### src/rtl/majority_voter_seq.sv
// Registered N-channel, W-bit bitwise majority voter with per-channel disagreement tracking.
// Define MAJORITY_FAULT_MASK_EN to drop faulty channels from the vote (ties hold the last vote).
module majority_voter_seq #(
  parameter int unsigned N           = 3,
  parameter int unsigned W           = 1,
  parameter int unsigned FAULT_LIMIT = 4
) (
  input  logic           clk,
  input  logic           rst_n,
  input  logic           in_valid,
  input  logic [N*W-1:0] in_data,
  input  logic           clear_faults,
  output logic           out_valid,
  output logic [W-1:0]   out_data,
  output logic [N-1:0]   disagree,
  output logic           unanimous,
  output logic [N-1:0]   fault
);

  localparam int unsigned PW = $clog2(N + 1);
  localparam int unsigned CW = $clog2(FAULT_LIMIT + 1);
  localparam logic [CW-1:0] Limit = CW'(FAULT_LIMIT);
  localparam logic [PW:0]   NumCh = (PW + 1)'(N);

  logic [W-1:0]  chan [N];
  logic [N-1:0]  mask;
  logic [PW-1:0] active;
  logic [PW-1:0] ones [W];
  logic          all_masked;
  logic [W-1:0]  vote;
  logic [N-1:0]  dis;
  logic          unan;

  logic           out_valid_q;
  logic [W-1:0]   out_data_q, out_data_d;
  logic [N-1:0]   disagree_q, disagree_d;
  logic           unanimous_q, unanimous_d;
  logic [N-1:0]   fault_q, fault_d;
  logic [CW-1:0]  cnt_q [N];
  logic [CW-1:0]  cnt_d [N];

  always_comb begin
    for (int i = 0; i < N; i++) begin
      chan[i] = in_data[i*W +: W];
    end
  end

  always_comb begin
`ifdef MAJORITY_FAULT_MASK_EN
    mask = fault_q;
`else
    mask = '0;
`endif
    active = '0;
    for (int i = 0; i < N; i++) begin
      if (!mask[i]) active = active + PW'(1);
    end
    all_masked = (active == '0);
  end

  // Per-bit popcount over the voting channels.
  always_comb begin
    for (int b = 0; b < W; b++) begin
      ones[b] = '0;
      for (int i = 0; i < N; i++) begin
        if (chan[i][b] && !mask[i]) ones[b] = ones[b] + PW'(1);
      end
    end
  end

  always_comb begin
    vote = '0;
    for (int b = 0; b < W; b++) begin
`ifdef MAJORITY_FAULT_MASK_EN
      // A tie (including no voters at all) keeps the previous voted bit.
      if ({ones[b], 1'b0} > {1'b0, active}) begin
        vote[b] = 1'b1;
      end else if ({ones[b], 1'b0} < {1'b0, active}) begin
        vote[b] = 1'b0;
      end else begin
        vote[b] = out_data_q[b];
      end
`else
      vote[b] = ({ones[b], 1'b0} > NumCh);
`endif
    end
  end

  always_comb begin
    dis = '0;
    for (int i = 0; i < N; i++) begin
      dis[i] = (chan[i] != vote) && !all_masked;
    end
    unan = ~|dis && !all_masked;
  end

  always_comb begin
    out_data_d  = out_data_q;
    disagree_d  = disagree_q;
    unanimous_d = unanimous_q;
    if (in_valid) begin
      out_data_d  = vote;
      disagree_d  = dis;
      unanimous_d = unan;
    end
  end

  // Counters track consecutive disagreeing valid samples; idle cycles leave them untouched.
  always_comb begin
    fault_d = fault_q;
    for (int i = 0; i < N; i++) begin
      cnt_d[i] = cnt_q[i];
    end
    if (clear_faults) begin
      fault_d = '0;
      for (int i = 0; i < N; i++) begin
        cnt_d[i] = '0;
      end
    end else if (in_valid) begin
      for (int i = 0; i < N; i++) begin
        if (dis[i]) begin
          if (cnt_q[i] != Limit) cnt_d[i] = cnt_q[i] + CW'(1);
        end else begin
          cnt_d[i] = '0;
        end
        if (cnt_d[i] == Limit) fault_d[i] = 1'b1;
      end
    end
  end

  always_ff @(posedge clk or negedge rst_n) begin
    if (!rst_n) begin
      out_valid_q <= 1'b0;
      out_data_q  <= '0;
      disagree_q  <= '0;
      unanimous_q <= 1'b0;
      fault_q     <= '0;
      for (int i = 0; i < N; i++) begin
        cnt_q[i] <= '0;
      end
    end else begin
      out_valid_q <= in_valid;
      out_data_q  <= out_data_d;
      disagree_q  <= disagree_d;
      unanimous_q <= unanimous_d;
      fault_q     <= fault_d;
      for (int i = 0; i < N; i++) begin
        cnt_q[i] <= cnt_d[i];
      end
    end
  end

  assign out_valid = out_valid_q;
  assign out_data  = out_data_q;
  assign disagree  = disagree_q;
  assign unanimous = unanimous_q;
  assign fault     = fault_q;

endmodule

### config.mk
export PLATFORM = sky130hd
export DESIGN_NAME = majority_voter_seq
export DESIGN_NICKNAME = d
export VERILOG_FILES = /design/src/rtl/majority_voter_seq.sv
export SDC_FILE = /design/constraint.sdc
export NUM_CORES = 1
export LEC_CHECK = 0
export ABC_AREA = 1
export CORE_UTILIZATION = 51
export DETAILED_ROUTE_END_ITERATION = 10
export HOLD_SLACK_MARGIN = 0.08
export PLACE_DENSITY = 0.78
export SETUP_SLACK_MARGIN = 0.02
export SYNTH_ARGS = -nofsm -noshare
export SYNTH_HDL_FRONTEND = slang
export SYNTH_SLANG_ARGS = --single-unit
### constraint.sdc
create_clock -name clk -period 1.7 [get_ports clk]
set_input_delay 0.255 -clock clk [delete_from_list [all_inputs] [get_ports clk]]
set_output_delay 0.255 -clock clk [all_outputs]
set_load 0.01 [all_outputs]
==> flow_metrics.env, run 1 <==
export IMPL_vdd_drop_max_uv=457
export IMPL_maxCapViolations=0
export IMPL_seq_area_frac_synth_pct=47.2
export IMPL_portBuffers=15
export IMPL_setup_viol=0
export IMPL_synthTopCellsByCount="nand2_1 (26), dfrtp_1 (18), inv_1 (17)"
export IMPL_grt_pass1_vias=728
export IMPL_final_max_slew_viol_count=0
export IMPL_drc=0
export IMPL_ff_latch_area_sq_um=450
export IMPL_avgSynthCellArea_sq_um=8.16
export IMPL_wl_per_cell_microns=11.8
export IMPL_synthesis_area_sq_um=955
export IMPL_finalInstanceArea_sq_mm=0.00116
export IMPL_synth_seq_cells=18
export IMPL_stdcell_count=161
export IMPL_n_antenna_cell=0
export IMPL_dp_cells=158
export IMPL_htree_num_levels=1
export IMPL_vias_per_cell=5.15
export IMPL_ctsResizeCount=0
export IMPL_power_density_mw_per_mm2=690
export IMPL_synth_warnings=0
export IMPL_tightest_slew_ps=256
export IMPL_path_cells="clkdlybuf4s50_1"
export IMPL_ant_nets=0
export IMPL_drive_gt1_share_pct=5.15
export IMPL_syn_inst=117
export IMPL_synth_nets=130
export IMPL_cts_buffers=3
export IMPL_area_growth_pct=21.8
export IMPL_nFillCells=160
export IMPL_outcome="completed"
export IMPL_dieArea_sq_mm=0.00205
export IMPL_finalWirelength_mm=1.91
export IMPL_clk_insertion_delay_late_ps=290
export IMPL_setup_ws_ps=236
export IMPL_finalSetupTns_ps=0
export IMPL_initial_core_util_pct=54.7
export IMPL_grt_max_degree=19
export IMPL_ys_types=21
export IMPL_vias=829
export IMPL_crit_buf_inv=1
export IMPL_cts_tree="yes"
export IMPL_synth_async_reset_ratio_pct=100
export IMPL_worst_setup_path_end_kind="output port"
export IMPL_finalNetCount=151
export IMPL_crit_arrival_ps=1210
export IMPL_synth_most_common_cell="nand2_1"
export IMPL_layout_core_utilization_pct=66.6
export IMPL_rsz0062_at_grt="no"
export IMPL_cp_start_kind="flip-flop"
export IMPL_clk_pin_slew_ps=100
export IMPL_required_ps=1440
export IMPL_synth_area_leader_cell="dfrtp_1"
export IMPL_root_buffer="clkbuf_4"
export IMPL_rows=15
export IMPL_grt_pass1_wl_mm=3.16
export IMPL_fin_crit_ps=1460
export IMPL_die_height_microns=45.3
export IMPL_drt_iter0_markers=24
export IMPL_fmax_mhz=683
export IMPL_slew_headroom_pct=82.8
export IMPL_slowest_delay_ps=540
export IMPL_placed_area_sq_mm=0.00114
export IMPL_synth_area_leaders="dfrtp_1 (47%), nand2_1 (10%), ha_1 (7.9%), inv_1 (6.7%), nand3_1 (6.3%)"
export IMPL_critPathSlowestCell="clkdlybuf4s50_1"
export IMPL_antenna_found_initial=0
export IMPL_coreArea_sq_mm=0.00175
export IMPL_path_class="flip-flop to output port"
export IMPL_hpwl_mm=1.46
export IMPL_die_width_microns=45.3
export IMPL_multi_input_area_sq_um=423
export IMPL_clock_skew_ps=5.55
export IMPL_synth_top_area_share_pct=47.2
export IMPL_path_max_fanout=2
export IMPL_gp_congestion=0.811
export IMPL_cts_hold_buf=0
export IMPL_leakage_nw=0.544
export IMPL_track_usage_pct=22.4
export IMPL_ios=16
export IMPL_place_ws_ps=184
export IMPL_cts_setup_buffers=0
export IMPL_cpLargestDelayFamily="buffers and inverters"
export IMPL_synth_edf_count=0
export IMPL_hold_class="input port to asynchronous set/reset pin"
export IMPL_ys_flop_type="dfrtp_1"
export IMPL_hold_viol=0
export IMPL_dr_pass1_iters=4
export IMPL_clkSinkCount=18
export IMPL_clockBufferDepth=2
export IMPL_period_share_pct=86.1
export IMPL_gr_total_overflow=0
[kinds of logic (layout without fill, tap and decap cells)]
family          count (synthesis)  in the layout  synth area share (%)
fa+ha+maj                       6              6                  7.86
xor+xnor                        1              1                 0.918
simple gates                   56             56                  25.3
compound gates                 17             17                  10.2
flops                          18             18                  47.2
buf+inv                        19             38                  8.52
[cells in the final DEF (no fill, tap or decap)]
master / n
nand2_1: 26
o22ai_1: 3
nand4_1: 1
o21ai_1: 1
clkbuf_4: 3
nand3_1: 12
ha_1: 6
buf_4: 2
inv_4: 1
a21oi_1: 1
dfrtp_1: 18
nor2_1: 12
nor3_1: 1
a31oi_1: 2
and2_1: 1
clkdlybuf4s50_1: 15
xor2_1: 1
or2_0: 1
inv_1: 17
o21a_1: 1
o21ai_0: 8
nand3b_1: 2
a21oi_2: 1
[per-stage QoR]
step | power (mW) | hold WS (ps)
2_1_floorplan | 0.530 | -40.6
3_3_place_gp | 0.596 | 467
3_5_place_dp | 0.601 | 474
4_1_cts | 0.809 | 289
5_1_grt | 0.841 | 293
6_report | 0.802 | 285
[power by group]
group	switching, mW	internal [mW]
Combinational	0.0741	0.0619
Clock	0.126	0.0825
Sequential	0.0107	0.446
[flip-flops by register name (all words and copies together), names as in the netlist]
register   count
cnt_q          9
disagree       3
fault          3
out_data       1
out_valid      1
unanimous      1
[final timing paths]
check                      slack, ps                     from                       to  cells past startpoint
max                              240  disagree[2]$_DFFE_PN0P_              disagree[2]                      1
min                              290                    rst_n     cnt_q[4]$_DFFE_PN0P_                      2
max reg2reg                      350     cnt_q[6]$_DFFE_PN0P_     fault[0]$_DFFE_PN0P_                      6
min reg2reg                      490  disagree[1]$_DFFE_PN0P_  disagree[1]$_DFFE_PN0P_                      1
max in group asynchronous       1220                    rst_n     cnt_q[1]$_DFFE_PN0P_                      2
min in group clk                 490  disagree[1]$_DFFE_PN0P_  disagree[1]$_DFFE_PN0P_                      1
[per-layer routing]
layer  vias to the layer above  track usage (%)  routed length (microns)
li1                        419                -                        -
met1                       386             29.1                      866
met2                        19             35.4                      937
met3                         5             4.80                       65
met4                         0             10.9                       38
met5                         -                0                        0
[layout make-up]
type,count,area share [%]
inverter,18,6.03
multi-input combinational,80,36.4
tap,25,2.69
sequential,18,38.8
clock buffer,3,1.94
timing repair buffer,17,14.2
Note: power is estimated with default switching activity, not from simulation.
==> run 2: changes to the inputs <==
--- a/config.mk
+++ b/config.mk
@@ -5,11 +5,10 @@
 export SDC_FILE = /design/constraint.sdc
 export NUM_CORES = 1
 export LEC_CHECK = 0
-export ABC_AREA = 1
 export CORE_UTILIZATION = 51
 export DETAILED_ROUTE_END_ITERATION = 10
 export HOLD_SLACK_MARGIN = 0.08
-export PLACE_DENSITY = 0.78
+export PLACE_DENSITY = 0.77
 export SETUP_SLACK_MARGIN = 0.02
 export SYNTH_ARGS = -nofsm -noshare
 export SYNTH_HDL_FRONTEND = slang
==> run 2 against run 1 <==
Design area grew 12%. Via count is 0.84% lower. Sequential power barely moved. Cell count down 6.2%. Critical path depth rose by 5. Register-to-register slack got worse by 210 ps. Synthesized cell count is 15% lower. Clock-buffer cell count grew 1. Worst hold slack worse by 3.0 ps. Clock skew shrank 3.1 ps. Combinational power increased by 18%.
==> flow_metrics.env, run 2 <==
export IMPL_pwr_share_clk_pct=30.0
export IMPL_ios=16
export IMPL_seq_area_frac_synth_pct=44.7
export IMPL_path_class="flip-flop to flip-flop"
export IMPL_combPwrFrac_pct=18.3
export IMPL_slew_headroom_pct=78.4
export IMPL_ant_nets=0
export IMPL_synth_area_leaders="dfrtp_1 (45%), ha_1 (7.5%), nand2b_1 (5.0%), mux2_2 (4.5%), nand2_1 (3.7%)"
export IMPL_yosys_area_share_xor_xnor_pct=1.74
export IMPL_n_antenna_cell=0
export IMPL_finalNetCount=140
export IMPL_hold_class="input port to asynchronous set/reset pin"
export IMPL_placed_area_sq_mm=0.00126
export IMPL_vdd_drop_max_uv=656
export IMPL_gp_congestion=0.818
export IMPL_required_ps=1930
export IMPL_fmax_mhz=640
export IMPL_layout_core_utilization_pct=73.1
export IMPL_clockBufferDepth=2
export IMPL_clk_insertion_delay_late_ps=290
export IMPL_largest_reg_flops=9
export IMPL_period_share_pct=91.9
export IMPL_cp_start_kind="flip-flop"
export IMPL_grt_pass1_wl_mm=3.30
export IMPL_grt_use_met2_pct=36.9
export IMPL_wl_per_cell_microns=12.9
export IMPL_layout_commonest_cell="dfrtp_1"
export IMPL_clk_pin_slew_ps=100
export IMPL_holdWs_ps=282
export IMPL_worst_setup_path_end_kind="flip-flop"
export IMPL_gr_usage_met3_pct=6.27
export IMPL_synth_most_common_cell="dfrtp_1"
export IMPL_internal_power_mw=0.665
export IMPL_largest_register="cnt_q"
export IMPL_cts_buffers=3
export IMPL_yosys_area_share_simple_pct=18.3
export IMPL_rows=15
export IMPL_gr_total_overflow=0
export IMPL_vias_per_cell=5.44
export IMPL_layout_common_cells="dfrtp_1 (17), clkdlybuf4s50_1 (15), nand2_1 (10), buf_4 (10), nand2b_1 (8)"
export IMPL_synth_async_reset_ratio_pct=100
export IMPL_synth_top_family_by_area="simple AND/OR/NAND/NOR gates"
export IMPL_grt_use_met1_pct=26.6
export IMPL_finalWirelength_mm=1.94
export IMPL_clock_skew_ps=2.48
export IMPL_ys_types=31
export IMPL_vias=822
export IMPL_path_max_fanout=5
export IMPL_syn_inst=100
export IMPL_tightest_slew_ps=323
export IMPL_finalInstanceArea_sq_mm=0.00130
export IMPL_p_sw_share_pct=24.6
export IMPL_htree_num_levels=1
export IMPL_drt_iter0_markers=10
export IMPL_rsz0062_at_grt="no"
export IMPL_synth_area_leader_cell="dfrtp_1"
export IMPL_antenna_found_initial=0
export IMPL_avgSynthCellArea_sq_um=10.1
export IMPL_grt_pass1_vias=806
export IMPL_switchingPower_mw=0.217
export IMPL_power_density_mw_per_mm2=676
export IMPL_coreArea_sq_mm=0.00178
export IMPL_portBuffers=15
export IMPL_leakage_nw=0.553
export IMPL_final_max_slew_viol_count=0
export IMPL_maxCapViolations=0
export IMPL_hold_viol=0
export IMPL_fin_crit_ps=1560
export IMPL_ys_flop_type="dfrtp_1"
export IMPL_dr_pass1_iters=4
export IMPL_drive_gt1_share_pct=18.3
export IMPL_synth_area_mux_share_pct=7.45
export IMPL_synth_nets=113
export IMPL_total_power_mw=0.881
export IMPL_track_usage_pct=21.9
export IMPL_dp_cells=146
export IMPL_initial_core_util_pct=56.5
export IMPL_synth_edf_count=0
export IMPL_crit_arrival_ps=1800
export IMPL_area_growth_pct=29.4
export IMPL_synth_seq_cells=18
export IMPL_synthTopCellsByCount="dfrtp_1 (18), nand2_1 (10), nand2b_1 (8)"
export IMPL_die_height_microns=46.4
export IMPL_clkSinkCount=18
export IMPL_die_width_microns=46.4
export IMPL_drc=0
export IMPL_synthesis_area_sq_mm=0.00101
export IMPL_synth_warnings=0
export IMPL_power_frac_seq_pct=51.7
export IMPL_root_buffer="clkbuf_4"
export IMPL_stdcell_count=151
export IMPL_setup_viol=0
export IMPL_outcome="completed"
export IMPL_grt_busiest_layer="met2"
export IMPL_cts_hold_buf=0
export IMPL_dieArea_sq_mm=0.00216
export IMPL_hpwl_mm=1.44
export IMPL_synth_top_area_share_pct=44.7
export IMPL_nFillCells=143
export IMPL_grt_max_degree=27
export IMPL_synth_fa_ha_area_share_pct=8.45
export IMPL_synth_compound_area_share_pct=14.9
export IMPL_cts_tree="yes"
==> run 2: cell types whose count changed after synthesis, moves of 2 or more <==
cell | before | now
nand4_1 | 1 | 3
o21ai_0 | 8 | 1
xnor2_1 | 0 | 2
nand2b_1 | 0 | 8
a21oi_1 | 1 | 5
inv_1 | 17 | 7
clkbuf_1 | 0 | 3
mux2_2 | 0 | 4
nand2_1 | 26 | 10
nor2_1 | 12 | 3
nand3_1 | 12 | 6
mux2i_1 | 0 | 3
==> run 2: power groups by stage <==
stage	Clock, mW	Sequential (mW)	Combinational [mW]
global placement	0	0.464	0.156
CTS	0.275	0.456	0.161
floorplan	0	0.471	0.0645
finish	0.264	0.456	0.161
detailed placement	0	0.465	0.160
global route	0.292	0.459	0.179
==> run 2: layout make-up <==
type                    count  area [sq um]  area share [%]
multi-input cells          71           513            39.3
flip-flops and latches     18           452            34.6
repair buffers             26           245            18.8
clock buffers               4          36.3            2.78
well taps                  25          31.3            2.40
inverters                   7          26.3            2.02
==> run 2: final timing paths <==
path,cells after the start,startpoint,end,slack (ps)
setup reg to reg,6,cnt_q[0]$_DFFE_PN0P_,fault[2]$_DFFE_PN0P_,140
setup / recovery,6,cnt_q[0]$_DFFE_PN0P_,fault[2]$_DFFE_PN0P_,140
max in group asynchronous,2,rst_n,cnt_q[0]$_DFFE_PN0P_,1210
hold / removal,2,rst_n,cnt_q[3]$_DFFE_PN0P_,280
min in group clk,1,fault[0]$_DFFE_PN0P_,fault[0]$_DFFE_PN0P_,510
hold reg to reg,1,fault[0]$_DFFE_PN0P_,fault[0]$_DFFE_PN0P_,510
==> run 2: cells by family after synthesis <==
kind of cell	count (synthesis)
xor gates and xnor gates	2
AOI/OAI and AO/OA	20
adders and majority gates	7
buffers and inverters	11
and+or+nand+nor	35
DFF	18
muxes	7
==> run 2: routing by layer <==
metal / vias up / wire length (microns)
li1: 411 / -
met1: 392 / 888
met2: 17 / 971
met3: 2 / 66
met4: 0 / 15
met5: - / 0
==> run 2: metrics by stage <==
stage	setup TNS, ps	setup slack (ps)
after floorplan	0	212
after global routing	0	17.9
after global placement	0	20.4
final	0	137
after detailed placement	-93.6	-52.4
after CTS	0	31.4
==> run 2: critical path, stage by stage (launching register included) <==
cell and delay, ps:
dfrtp_2 410, inv_1 50, ha_1 220, nor2b_1 170
o21ai_0 100, a2111oi_1 340, a32o_1 210
==> run 2: timing repair <==
item / CTS / global route
setup buffers: 0 / 1
setup endpoints to repair: 0 / 1
gates resized for setup: 0 / 2
endpoints found under the hold margin: 0 / 0
